### src/rtl/dica_ckpt_engine_pkg.sv
// Shared types and default geometry for the DiCA checkpoint engine.
// The tracker uses the same defaults, so both sides agree on the bitmap width.
package dica_ckpt_engine_pkg;

    typedef enum logic [2:0] {
        ST_IDLE,
        ST_SCAN,
        ST_RD,
        ST_WR,
        ST_COMMIT,
        ST_DONE
    } state_t;

    localparam logic [15:0] DEF_DMEM_BASE       = 16'h0200;
    localparam int          DEF_DMEM_SIZE       = 2048;
    localparam int          DEF_BLK_SIZE        = 128;
    localparam int          DEF_TOTAL_BLOCKS    = DEF_DMEM_SIZE / DEF_BLK_SIZE;
    localparam logic [15:0] DEF_NVM_BASE        = 16'h8000;
    localparam logic [15:0] DEF_NVM_COMMIT_ADDR = 16'hFFC0;

endpackage

### src/rtl/dica_ckpt_engine_if.sv
// Bundle of tracker, DMEM read port, NVM write port and CPU control signals.
// master = checkpoint engine, slave = surrounding system.
interface dica_ckpt_engine_if
    import dica_ckpt_engine_pkg::*;
#(
    parameter int TOTAL_BLOCKS = DEF_TOTAL_BLOCKS
);
    logic                    start;
    logic [TOTAL_BLOCKS-1:0] dirty;
    logic                    dmem_cen;
    logic [15:0]             dmem_addr;
    logic [15:0]             dmem_dout;
    logic                    nvm_wen;
    logic [15:0]             nvm_addr;
    logic [15:0]             nvm_din;
    logic                    nvm_ready;
    logic [TOTAL_BLOCKS-1:0] blk_clr;
    logic                    cpu_halt;
    logic                    done;
    logic [15:0]             epoch;

    modport master (
        input  start, dirty, dmem_dout, nvm_ready,
        output dmem_cen, dmem_addr, nvm_wen, nvm_addr, nvm_din,
               blk_clr, cpu_halt, done, epoch
    );

    modport slave (
        output start, dirty, dmem_dout, nvm_ready,
        input  dmem_cen, dmem_addr, nvm_wen, nvm_addr, nvm_din,
               blk_clr, cpu_halt, done, epoch
    );
endinterface

### src/rtl/dica_ckpt_engine.sv
// Checkpoint copy engine: snapshots the dirty bitmap, copies each dirty DMEM
// block word by word into the NVM shadow region, then writes the epoch commit word.
module dica_ckpt_engine
    import dica_ckpt_engine_pkg::*;
#(
    parameter logic [15:0] DMEM_BASE       = DEF_DMEM_BASE,
    parameter int          DMEM_SIZE       = DEF_DMEM_SIZE,
    parameter int          BLK_SIZE        = DEF_BLK_SIZE,
    parameter int          TOTAL_BLOCKS    = DMEM_SIZE / BLK_SIZE,
    parameter logic [15:0] NVM_BASE        = DEF_NVM_BASE,
    parameter logic [15:0] NVM_COMMIT_ADDR = DEF_NVM_COMMIT_ADDR
) (
    input  logic clk,
    input  logic reset_n,
    dica_ckpt_engine_if.master bus
);
    localparam int WORDS  = BLK_SIZE / 2;
    localparam int BLK_W  = (TOTAL_BLOCKS > 1) ? $clog2(TOTAL_BLOCKS) : 1;
    localparam int WORD_W = (WORDS > 1) ? $clog2(WORDS) : 1;

    state_t                  r_state;
    state_t                  w_next;
    logic [TOTAL_BLOCKS-1:0] r_snap;
    logic [BLK_W-1:0]        r_blk;
    logic [WORD_W-1:0]       r_word;
    logic [15:0]             r_wdata;
    logic                    r_wr_first;
    logic [15:0]             r_epoch;

    logic [15:0] w_offset;
    logic        w_last_blk;
    logic        w_last_word;
    logic        w_dmem_cen;
    logic [15:0] w_dmem_addr;
    logic        w_nvm_wen;
    logic [15:0] w_nvm_addr;
    logic [15:0] w_nvm_din;
    logic        w_clr_hit;

    assign w_offset    = 16'(r_blk) * 16'(BLK_SIZE) + 16'({r_word, 1'b0});
    assign w_last_blk  = (r_blk == BLK_W'(TOTAL_BLOCKS - 1));
    assign w_last_word = (r_word == WORD_W'(WORDS - 1));

    always_ff @(posedge clk) begin
        if (!reset_n) r_state <= ST_IDLE;
        else          r_state <= w_next;
    end

    // The DMEM word is only valid in the first WR cycle; it is bypassed to the
    // NVM then and held in r_wdata in case the write stalls.
    always_comb begin
        w_next      = r_state;
        w_dmem_cen  = 1'b1;
        w_dmem_addr = 16'h0000;
        w_nvm_wen   = 1'b0;
        w_nvm_addr  = 16'h0000;
        w_nvm_din   = 16'h0000;
        w_clr_hit   = 1'b0;
        case (r_state)
            ST_IDLE: if (bus.start) w_next = ST_SCAN;
            ST_SCAN: begin
                if (r_snap[r_blk])   w_next = ST_RD;
                else if (w_last_blk) w_next = ST_COMMIT;
            end
            ST_RD: begin
                w_dmem_cen  = 1'b0;
                w_dmem_addr = DMEM_BASE + w_offset;
                w_next      = ST_WR;
            end
            ST_WR: begin
                w_nvm_wen  = 1'b1;
                w_nvm_addr = NVM_BASE + w_offset;
                w_nvm_din  = r_wr_first ? bus.dmem_dout : r_wdata;
                if (bus.nvm_ready) begin
                    if (w_last_word) begin
                        w_clr_hit = 1'b1;
                        w_next    = w_last_blk ? ST_COMMIT : ST_SCAN;
                    end else begin
                        w_next = ST_RD;
                    end
                end
            end
            ST_COMMIT: begin
                w_nvm_wen  = 1'b1;
                w_nvm_addr = NVM_COMMIT_ADDR;
                w_nvm_din  = r_epoch + 16'd1;
                if (bus.nvm_ready) w_next = ST_DONE;
            end
            ST_DONE: w_next = ST_IDLE;
            default: w_next = ST_IDLE;
        endcase
    end

    always_ff @(posedge clk) begin
        if (!reset_n) begin
            r_snap     <= '0;
            r_blk      <= '0;
            r_word     <= '0;
            r_wdata    <= 16'h0000;
            r_wr_first <= 1'b0;
            r_epoch    <= 16'h0000;
        end else begin
            r_wr_first <= (r_state == ST_RD);
            case (r_state)
                ST_IDLE: begin
                    if (bus.start) begin
                        r_snap <= bus.dirty;
                        r_blk  <= '0;
                        r_word <= '0;
                    end
                end
                ST_SCAN: begin
                    if (r_snap[r_blk])    r_word <= '0;
                    else if (!w_last_blk) r_blk  <= r_blk + BLK_W'(1);
                end
                ST_WR: begin
                    if (r_wr_first) r_wdata <= bus.dmem_dout;
                    if (bus.nvm_ready) begin
                        if (!w_last_word)     r_word <= r_word + WORD_W'(1);
                        else if (!w_last_blk) r_blk  <= r_blk + BLK_W'(1);
                    end
                end
                ST_COMMIT: begin
                    if (bus.nvm_ready) r_epoch <= r_epoch + 16'd1;
                end
                default: ;
            endcase
        end
    end

    // Pulses are masked while reset is asserted so an aborted copy never
    // reports a clear or a commit on the aborting edge.
    assign bus.dmem_cen  = w_dmem_cen;
    assign bus.dmem_addr = w_dmem_addr;
    assign bus.nvm_wen   = w_nvm_wen;
    assign bus.nvm_addr  = w_nvm_addr;
    assign bus.nvm_din   = w_nvm_din;
    assign bus.blk_clr   = (w_clr_hit && reset_n) ? (TOTAL_BLOCKS'(1) << r_blk) : '0;
    assign bus.cpu_halt  = (r_state != ST_IDLE);
    assign bus.done      = (r_state == ST_DONE) && reset_n;
    assign bus.epoch     = r_epoch;

endmodule
### src/flat_wrapper.sv
// flat-port wrapper written by rule: the top's interface ports become plain ports
module dica_ckpt_engine_flat import dica_ckpt_engine_pkg::*;
#(
    parameter logic [15:0] DMEM_BASE       = DEF_DMEM_BASE,
    parameter int          DMEM_SIZE       = DEF_DMEM_SIZE,
    parameter int          BLK_SIZE        = DEF_BLK_SIZE,
    parameter int          TOTAL_BLOCKS    = DMEM_SIZE / BLK_SIZE,
    parameter logic [15:0] NVM_BASE        = DEF_NVM_BASE,
    parameter logic [15:0] NVM_COMMIT_ADDR = DEF_NVM_COMMIT_ADDR
)
  (clk, reset_n, bus_start, bus_dirty, bus_dmem_dout, bus_nvm_ready, bus_dmem_cen, bus_dmem_addr, bus_nvm_wen, bus_nvm_addr, bus_nvm_din, bus_blk_clr, bus_cpu_halt, bus_done, bus_epoch);
  dica_ckpt_engine_if #(.TOTAL_BLOCKS(TOTAL_BLOCKS)) bus_i ();
  input  logic clk;
  input  logic reset_n;
  input wire logic [$bits(bus_i.start)-1:0] bus_start;
  input wire logic [$bits(bus_i.dirty)-1:0] bus_dirty;
  input wire logic [$bits(bus_i.dmem_dout)-1:0] bus_dmem_dout;
  input wire logic [$bits(bus_i.nvm_ready)-1:0] bus_nvm_ready;
  output wire logic [$bits(bus_i.dmem_cen)-1:0] bus_dmem_cen;
  output wire logic [$bits(bus_i.dmem_addr)-1:0] bus_dmem_addr;
  output wire logic [$bits(bus_i.nvm_wen)-1:0] bus_nvm_wen;
  output wire logic [$bits(bus_i.nvm_addr)-1:0] bus_nvm_addr;
  output wire logic [$bits(bus_i.nvm_din)-1:0] bus_nvm_din;
  output wire logic [$bits(bus_i.blk_clr)-1:0] bus_blk_clr;
  output wire logic [$bits(bus_i.cpu_halt)-1:0] bus_cpu_halt;
  output wire logic [$bits(bus_i.done)-1:0] bus_done;
  output wire logic [$bits(bus_i.epoch)-1:0] bus_epoch;
  assign bus_i.start = bus_start;
  assign bus_i.dirty = bus_dirty;
  assign bus_i.dmem_dout = bus_dmem_dout;
  assign bus_i.nvm_ready = bus_nvm_ready;
  assign bus_dmem_cen = bus_i.dmem_cen;
  assign bus_dmem_addr = bus_i.dmem_addr;
  assign bus_nvm_wen = bus_i.nvm_wen;
  assign bus_nvm_addr = bus_i.nvm_addr;
  assign bus_nvm_din = bus_i.nvm_din;
  assign bus_blk_clr = bus_i.blk_clr;
  assign bus_cpu_halt = bus_i.cpu_halt;
  assign bus_done = bus_i.done;
  assign bus_epoch = bus_i.epoch;
  dica_ckpt_engine #(.DMEM_BASE(DMEM_BASE), .DMEM_SIZE(DMEM_SIZE), .BLK_SIZE(BLK_SIZE), .TOTAL_BLOCKS(TOTAL_BLOCKS), .NVM_BASE(NVM_BASE), .NVM_COMMIT_ADDR(NVM_COMMIT_ADDR)) u_core (.clk(clk), .reset_n(reset_n), .bus(bus_i));
endmodule
### config.mk
export PLATFORM = sky130hd
export DESIGN_NAME = dica_ckpt_engine_flat
export DESIGN_NICKNAME = d
export VERILOG_FILES = /design/src/rtl/dica_ckpt_engine_pkg.sv /design/src/rtl/dica_ckpt_engine_if.sv /design/src/rtl/dica_ckpt_engine.sv /design/src/flat_wrapper.sv
export SDC_FILE = /design/constraint.sdc
export NUM_CORES = 1
export LEC_CHECK = 0
export CORE_AREA = 2 2 115 117
export CTS_CLUSTER_SIZE = 10
export DETAILED_ROUTE_END_ITERATION = 8
export DIE_AREA = 0 0 117 119
export PLACE_DENSITY_LB_ADDON = 0.3
export SLEW_MARGIN = 20
export SYNTH_ARGS = -nofsm -noshare
export SYNTH_HDL_FRONTEND = slang
export SYNTH_SLANG_ARGS = --single-unit
### constraint.sdc
create_clock -name clk -period 2.5 [get_ports clk]
set_input_delay 0.375 -clock clk [delete_from_list [all_inputs] [get_ports clk]]
set_output_delay 0.375 -clock clk [all_outputs]
set_load 0.05 [all_outputs]
==> results.json, run 1 <==
{
  "setup_viol": 0,
  "leakagePower_nw": 2.12,
  "netlist_area_sq_um": 3720,
  "chipWidth_um": 117,
  "syn_to_final_growth_pct": 59.6,
  "cp_max_fo": 4,
  "synth_cell_types": 56,
  "drv_slew": 0,
  "rsz0062_at_grt": "yes",
  "max_slew.worst_pin.slew_ns": 0.614,
  "synth_compound_area_frac": 0.175,
  "synthXorXnorAreaFrac": 0.0542,
  "routabilityCongestion": 0.865,
  "die_y_um": 119,
  "vias_per_cell": 4.90,
  "irDropWorstVdd_uv": 248,
  "drive_above_1_share": 0.245,
  "grt_pass1_wl_um": 18200,
  "overflow": 0,
  "wirelength_um": 11500,
  "finalCritPeriodShare": 0.988,
  "fin_crit_ns": 2.47,
  "first_pass_iters": 4,
  "report.final.hold_viol_count": 0,
  "status": "finished, final reports clean",
  "maxSlewHeadroom": 0.590,
  "core-area_sq_um": 12900,
  "maxCapViolations": 0,
  "grt.total_usage": 0.166,
  "cp.arrival_ns": 2.10,
  "cts_tree": "built",
  "ant_nets": 0,
  "htreeDepth": 3,
  "antenna_cells": 0,
  "start_util": 0.289,
  "synth_adder_area_share": 0.0303,
  "cts-root-buf": "clkbuf_16",
  "syn_avg_cell_area_sq_um": 7.58,
  "cp.required_ns": 2.12,
  "fmax_mhz": 405,
  "rows": 42,
  "finalClockSkew_ns": 0.00527,
  "drc": 0,
  "hp-class": "register to register",
  "crit_chain": "ha_4 > nand3_4 > or4_4 > nor3_4 > xnor2_2 > o22ai_4 > buf_12",
  "synth_warnings": 0,
  "synth_ff_type": "dfxtp_1",
  "dieArea_sq_um": 13900,
  "clk_pin_slew_ns": 0.05,
  "critPathCaptureType": "output pin",
  "ioPinCount": 120,
  "grt_max_degree": 56,
  "cts.sinks": 62,
  "cts_buffers": 9,
  "ctsHoldBuffers": 0,
  "total_power_mw": 3.35,
  "critPathKind": "register to output pin",
  "hpwlAfterDp_um": 8440,
  "synth_top_family_by_area": "simple AND/OR/NAND/NOR gates",
  "cp_top_family": "simple AND/OR/NAND/NOR gates",
  "final_area_sq_um": 5940,
  "dpl_cell_area_sq_um": 5500,
  "nets": 644,
  "vias": 3822,
  "synth-async-reset-ratio": 0,
  "ys_seq_elements": 62,
  "power_density_nw_per_um2": 564,
  "tns_ns": 0,
  "fillers": 1261,
  "synth_seq_area_share": 0.334,
  "port-buffer-count": 113,
  "routedWlPerCell_um": 14.8,
  "crit_buf_inv": 1,
  "drt-initial-drc-count": 204,
  "synth_mux_area_frac": 0.0720,
  "fin_cells": 780,
  "place_inst": 760,
  "synth_cells": 491,
  "critPathSlowestCell": "or4_4",
  "synth-edff-count": 0,
  "synthSimpleGateAreaFrac": 0.269,
  "hold_ws_ns": 0.453,
  "insertion_delay_ns": 0.33,
  "cp-start-kind": "register",
  "grt_pass1_vias": 3495,
  "clockBufferDepth": 2,
  "slowest_delay_ns": 0.47,
  "antenna_found_initial": 0
}
## cells in the final DEF (no fill, tap or decap), drive strengths merged, types with 9 or more instances in the layout
master	instances
nand2	97
buf	86
dfxtp	62
clkdlybuf4s50	51
a21oi	43
nor2	31
and3	22
o21ai	21
mux2i	20
xnor2	17
o22ai	17
and2	13
nand3	12
clkbuf	12
ha	9
nor3	9
## per-stage QoR
step	util	setup WS [ns]
floorplan	-	-0.0921
global placement	0.427	0.114
detailed placement	0.427	0.0865
CTS	0.457	0.00412
global route	0.461	-0.0422
finish	0.461	0.0299
## path summary, 6_finish.rpt
check | from | depth (start not counted) | slack (ns) | endpoint
max | u_core.bus.epoch[0] | 7 | 0.03 | bus_nvm_din[14]
min | u_core.r_snap[3] | 2 | 0.45 | u_core.r_snap[3]
max reg2reg | u_core.r_blk[0] | 7 | 0.23 | u_core.r_blk[2]
min reg2reg | u_core.r_snap[3] | 2 | 0.45 | u_core.r_snap[3]
## cell type report
| cell class | count | area [sq um] | share of cell area |
|---|---|---|---|
| clock buffers | 12 | 246 | 0.0415 |
| clock inverters | 4 | 22.5 | 0.00379 |
| inverters | 8 | 30.0 | 0.00506 |
| multi-input cells | 381 | 2430 | 0.409 |
| flip-flops and latches | 62 | 1270 | 0.214 |
| well taps | 176 | 220 | 0.0371 |
| repair buffers | 137 | 1720 | 0.290 |
## synthesized netlist by cell type (2+ instances only)
| library cell | instances | area [sq um] |
|---|---|---|
| xnor2_1 | 17 | 149 |
| mux4_2 | 2 | 45.0 |
| mux2_2 | 2 | 22.5 |
| xor2_1 | 6 | 52.6 |
| nor4_1 | 3 | 18.8 |
| ha_1 | 9 | 113 |
| nand4b_1 | 3 | 26.3 |
| nand2_1 | 97 | 364 |
| and2_1 | 13 | 81.3 |
| nand4_1 | 3 | 18.8 |
| and3_1 | 22 | 138 |
| clkbuf_1 | 33 | 124 |
| a22o_1 | 2 | 17.5 |
| nor2_1 | 31 | 116 |
| a31oi_1 | 5 | 31.3 |
| o21ai_1 | 2 | 10.0 |
| a21oi_1 | 43 | 215 |
| o21bai_1 | 2 | 15.0 |
| or3_1 | 5 | 31.3 |
| nor3_1 | 9 | 45.0 |
| nand3_1 | 12 | 60.1 |
| nand2b_1 | 3 | 18.8 |
| buf_4 | 10 | 75.1 |
| o21ai_0 | 19 | 95.1 |
| inv_1 | 8 | 30.0 |
| o22ai_1 | 17 | 106 |
| dfxtp_1 | 62 | 1240 |
| and4_1 | 2 | 17.5 |
| a211oi_1 | 3 | 22.5 |
| mux2i_1 | 20 | 200 |
## sequential cells by signal (all words and copies together) (netlist names)
name / cells
u_core.r_blk: 4
u_core.r_snap: 16
u_core.r_state: 3
u_core.bus.epoch: 16
u_core.r_word: 6
u_core.r_wdata: 16
u_core.r_wr_first: 1
## kinds of logic (layout without fill, tap and decap cells)
group | count (synthesis) | after routing
compound gates | 108 | 108
xor+xnor | 23 | 23
fa+ha+maj | 9 | 9
buf+inv | 53 | 161
flops | 62 | 62
mux | 24 | 24
other cells | 1 | 6
simple gates | 211 | 211
## worst register-to-register path: stages (launching register included)
cell and delay (ns):
dfxtp_1 0.38, buf_4 0.21, ha_1 0.24, nand2_1 0.18
a32oi_1 0.18, a211o_1 0.35, or4b_1 0.50, a21oi_1 0.15
## power breakdown
part	internal [mW]	leakage, nW	switching (mW)
Sequential	1.05	0.510	0.0581
Combinational	0.426	1.47	0.689
Clock	0.692	0.132	0.437
Total	2.17	2.12	1.18
## timing repair
action / 4_1_cts / 5_1_grt
setup endpoints to repair: 19 / 19
gates resized for setup: 21 / 13
hold endpoints to repair: 0 / 0
pin swaps: 5 / 6
cloned: 0 / 0
buffers inserted: 2 / 2
## routing by layer
metal  wire, um  share of wire  global-route usage  up-vias
li1           -              -                   -     1921
met1       5340           0.46               0.230     1779
met2       5320           0.46               0.250      104
met3        569          0.049              0.0270       18
met4        286          0.025              0.0787        0
met5          0              0                   0        -
Power figures use the tool's default switching activity.
==> inputs of run 2 (changes only) <==
--- a/config.mk
+++ b/config.mk
@@ -6,6 +6,7 @@
 export NUM_CORES = 1
 export LEC_CHECK = 0
 export CORE_AREA = 2 2 115 117
+export CTS_BUF_LIST = sky130_fd_sc_hd__clkbuf_8
 export CTS_CLUSTER_SIZE = 10
 export DETAILED_ROUTE_END_ITERATION = 8
 export DIE_AREA = 0 0 117 119
==> results.json, run 2 (synthesis gave the netlist of run 1 again) <==
{
  "cp.arrival_ns": 2.10,
  "cp.required_ns": 2.12,
  "wirelength_um": 11600,
  "grt.total_usage": 0.166,
  "vias_per_cell": 4.93,
  "pre_cts_slack_ns": 0.0865,
  "wl_met3_um": 576,
  "fillers": 1259,
  "hpwlAfterDp_um": 8440,
  "report.final.hold_viol_count": 0,
  "antenna_found_initial": 0,
  "ant_nets": 0,
  "ctsHoldBuffers": 0,
  "min_path_cells": 2,
  "wl_met2_um": 5360,
  "max_slew.worst_pin.slew_ns": 0.612,
  "start_util": 0.289,
  "htreeDepth": 3,
  "leakagePower_nw": 2.11,
  "port-buffer-count": 113,
  "status": "finished, final reports clean",
  "grt_max_degree": 56,
  "maxCapViolations": 0,
  "cts-root-buf": "clkbuf_8",
  "nets": 646,
  "cp-start-kind": "register",
  "finalCritPeriodShare": 0.989,
  "first_pass_iters": 5,
  "r2r_cells": 7,
  "top_layer_used": "met4",
  "finalWorstSetupSlack_ns": 0.0278,
  "cp_max_fo": 3,
  "insertion_delay_ns": 0.35,
  "grt_pass1_vias": 3526,
  "drt-initial-drc-count": 198,
  "rsz0062_at_grt": "yes",
  "clockBufferDepth": 2,
  "vias": 3852,
  "fin_crit_ns": 2.47,
  "cts.sinks": 62,
  "cts_buffers": 9,
  "critPathKind": "register to output pin",
  "hold_ws_ns": 0.455,
  "m1WireLength_um": 5380,
  "overflow": 0,
  "maxSlewHeadroom": 0.592,
  "clk_pin_slew_ns": 0.06,
  "setup_viol": 0,
  "ioPinCount": 120,
  "routabilityCongestion": 0.865,
  "finalClockSkew_ns": 0.00597,
  "final_common_cell": "nand2_1",
  "antenna_cells": 0,
  "drv_slew": 0,
  "chipWidth_um": 117,
  "drive_above_1_share": 0.252,
  "core-area_sq_um": 12900,
  "tns_ns": 0,
  "power_density_nw_per_um2": 507,
  "grt_pass1_wl_um": 18200,
  "drc": 0,
  "layout_common_cells": "nand2_1 (94), clkdlybuf4s50_1 (51), dfxtp_1 (48)",
  "critPathCaptureType": "output pin",
  "syn_to_final_growth_pct": 58.8,
  "rows": 42,
  "die_y_um": 119,
  "cts_tree": "built",
  "routedWlPerCell_um": 14.8,
  "irDropWorstVdd_uv": 241,
  "fmax_mhz": 405,
  "hp-class": "register to register",
  "dieArea_sq_um": 13900
}
run 2: area by class of cell:
| type | instances | area, sq um | share of cell area |
|---|---|---|---|
| multi-input combinational | 381 | 2460 | 0.417 |
| timing repair buffer | 139 | 1750 | 0.297 |
| sequential | 62 | 1270 | 0.216 |
| tap | 176 | 220 | 0.0373 |
| clock buffer | 10 | 138 | 0.0233 |
| clock inverter | 6 | 30.0 | 0.00508 |
| inverter | 8 | 30.0 | 0.00508 |
run 2: worst paths after layout:
| check | startpoint | end | slack [ns] |
|---|---|---|---|
| worst min register to register | u_core.r_snap[3] | u_core.r_snap[3] | 0.45 |
| worst min-delay path | u_core.r_snap[3] | u_core.r_snap[3] | 0.45 |
| worst max register to register | u_core.r_blk[0] | u_core.r_blk[2] | 0.23 |
| worst max-delay path | u_core.bus.epoch[1] | bus_nvm_din[10] | 0.03 |
run 2: timing repair:
item                                   4_1_cts  5_1_grt
pin swaps                                    6        6
gates resized for setup                     27       15
endpoints found under the hold margin        0        0
buffers inserted                             3        3
setup endpoints to repair                   20       23
run 2: report_power, final:
group	internal, mW	leakage, nW	switching [mW]	total, mW
combinational	0.426	1.51	0.690	1.12
sequential	1.05	0.511	0.0573	1.11
clock	0.374	0.0944	0.398	0.771
total	1.85	2.11	1.14	2.99
run 2: stage by stage:
step	utilization	total power, mW	cell area, sq um	std cells
2_1_floorplan	-	1.86	3810	496
3_3_place_gp	0.427	2.22	5500	760
3_5_place_dp	0.427	2.24	5500	760
4_1_cts	0.452	3.02	5810	779
5_1_grt	0.459	3.16	5910	782
6_report	0.459	2.99	5910	782
run 2: worst max-delay path, stage by stage, from the launching register on:
cell and delay (ns):
dfxtp_4 0.36, ha_4 0.15, nand3_4 0.08, or4_4 0.47
buf_12 0.16, buf_8 0.12, xnor2_4 0.12, o22ai_2 0.14
buf_12 0.16
run 2: layer usage:
layer	track usage	vias up
li1	-	1925
met1	0.228	1786
met2	0.253	123
met3	0.0285	18
met4	0.0765	0
met5	0	-
==> inputs of run 3 (changes only) <==
--- a/config.mk
+++ b/config.mk
@@ -5,6 +5,7 @@
 export SDC_FILE = /design/constraint.sdc
 export NUM_CORES = 1
 export LEC_CHECK = 0
+export ABC_CLOCK_PERIOD_IN_PS = 2500
 export CORE_AREA = 2 2 115 117
 export CTS_BUF_LIST = sky130_fd_sc_hd__clkbuf_8
 export CTS_CLUSTER_SIZE = 10
==> results of run 3 <==
Final layout, timing and power as in run 2 (identical DEF).
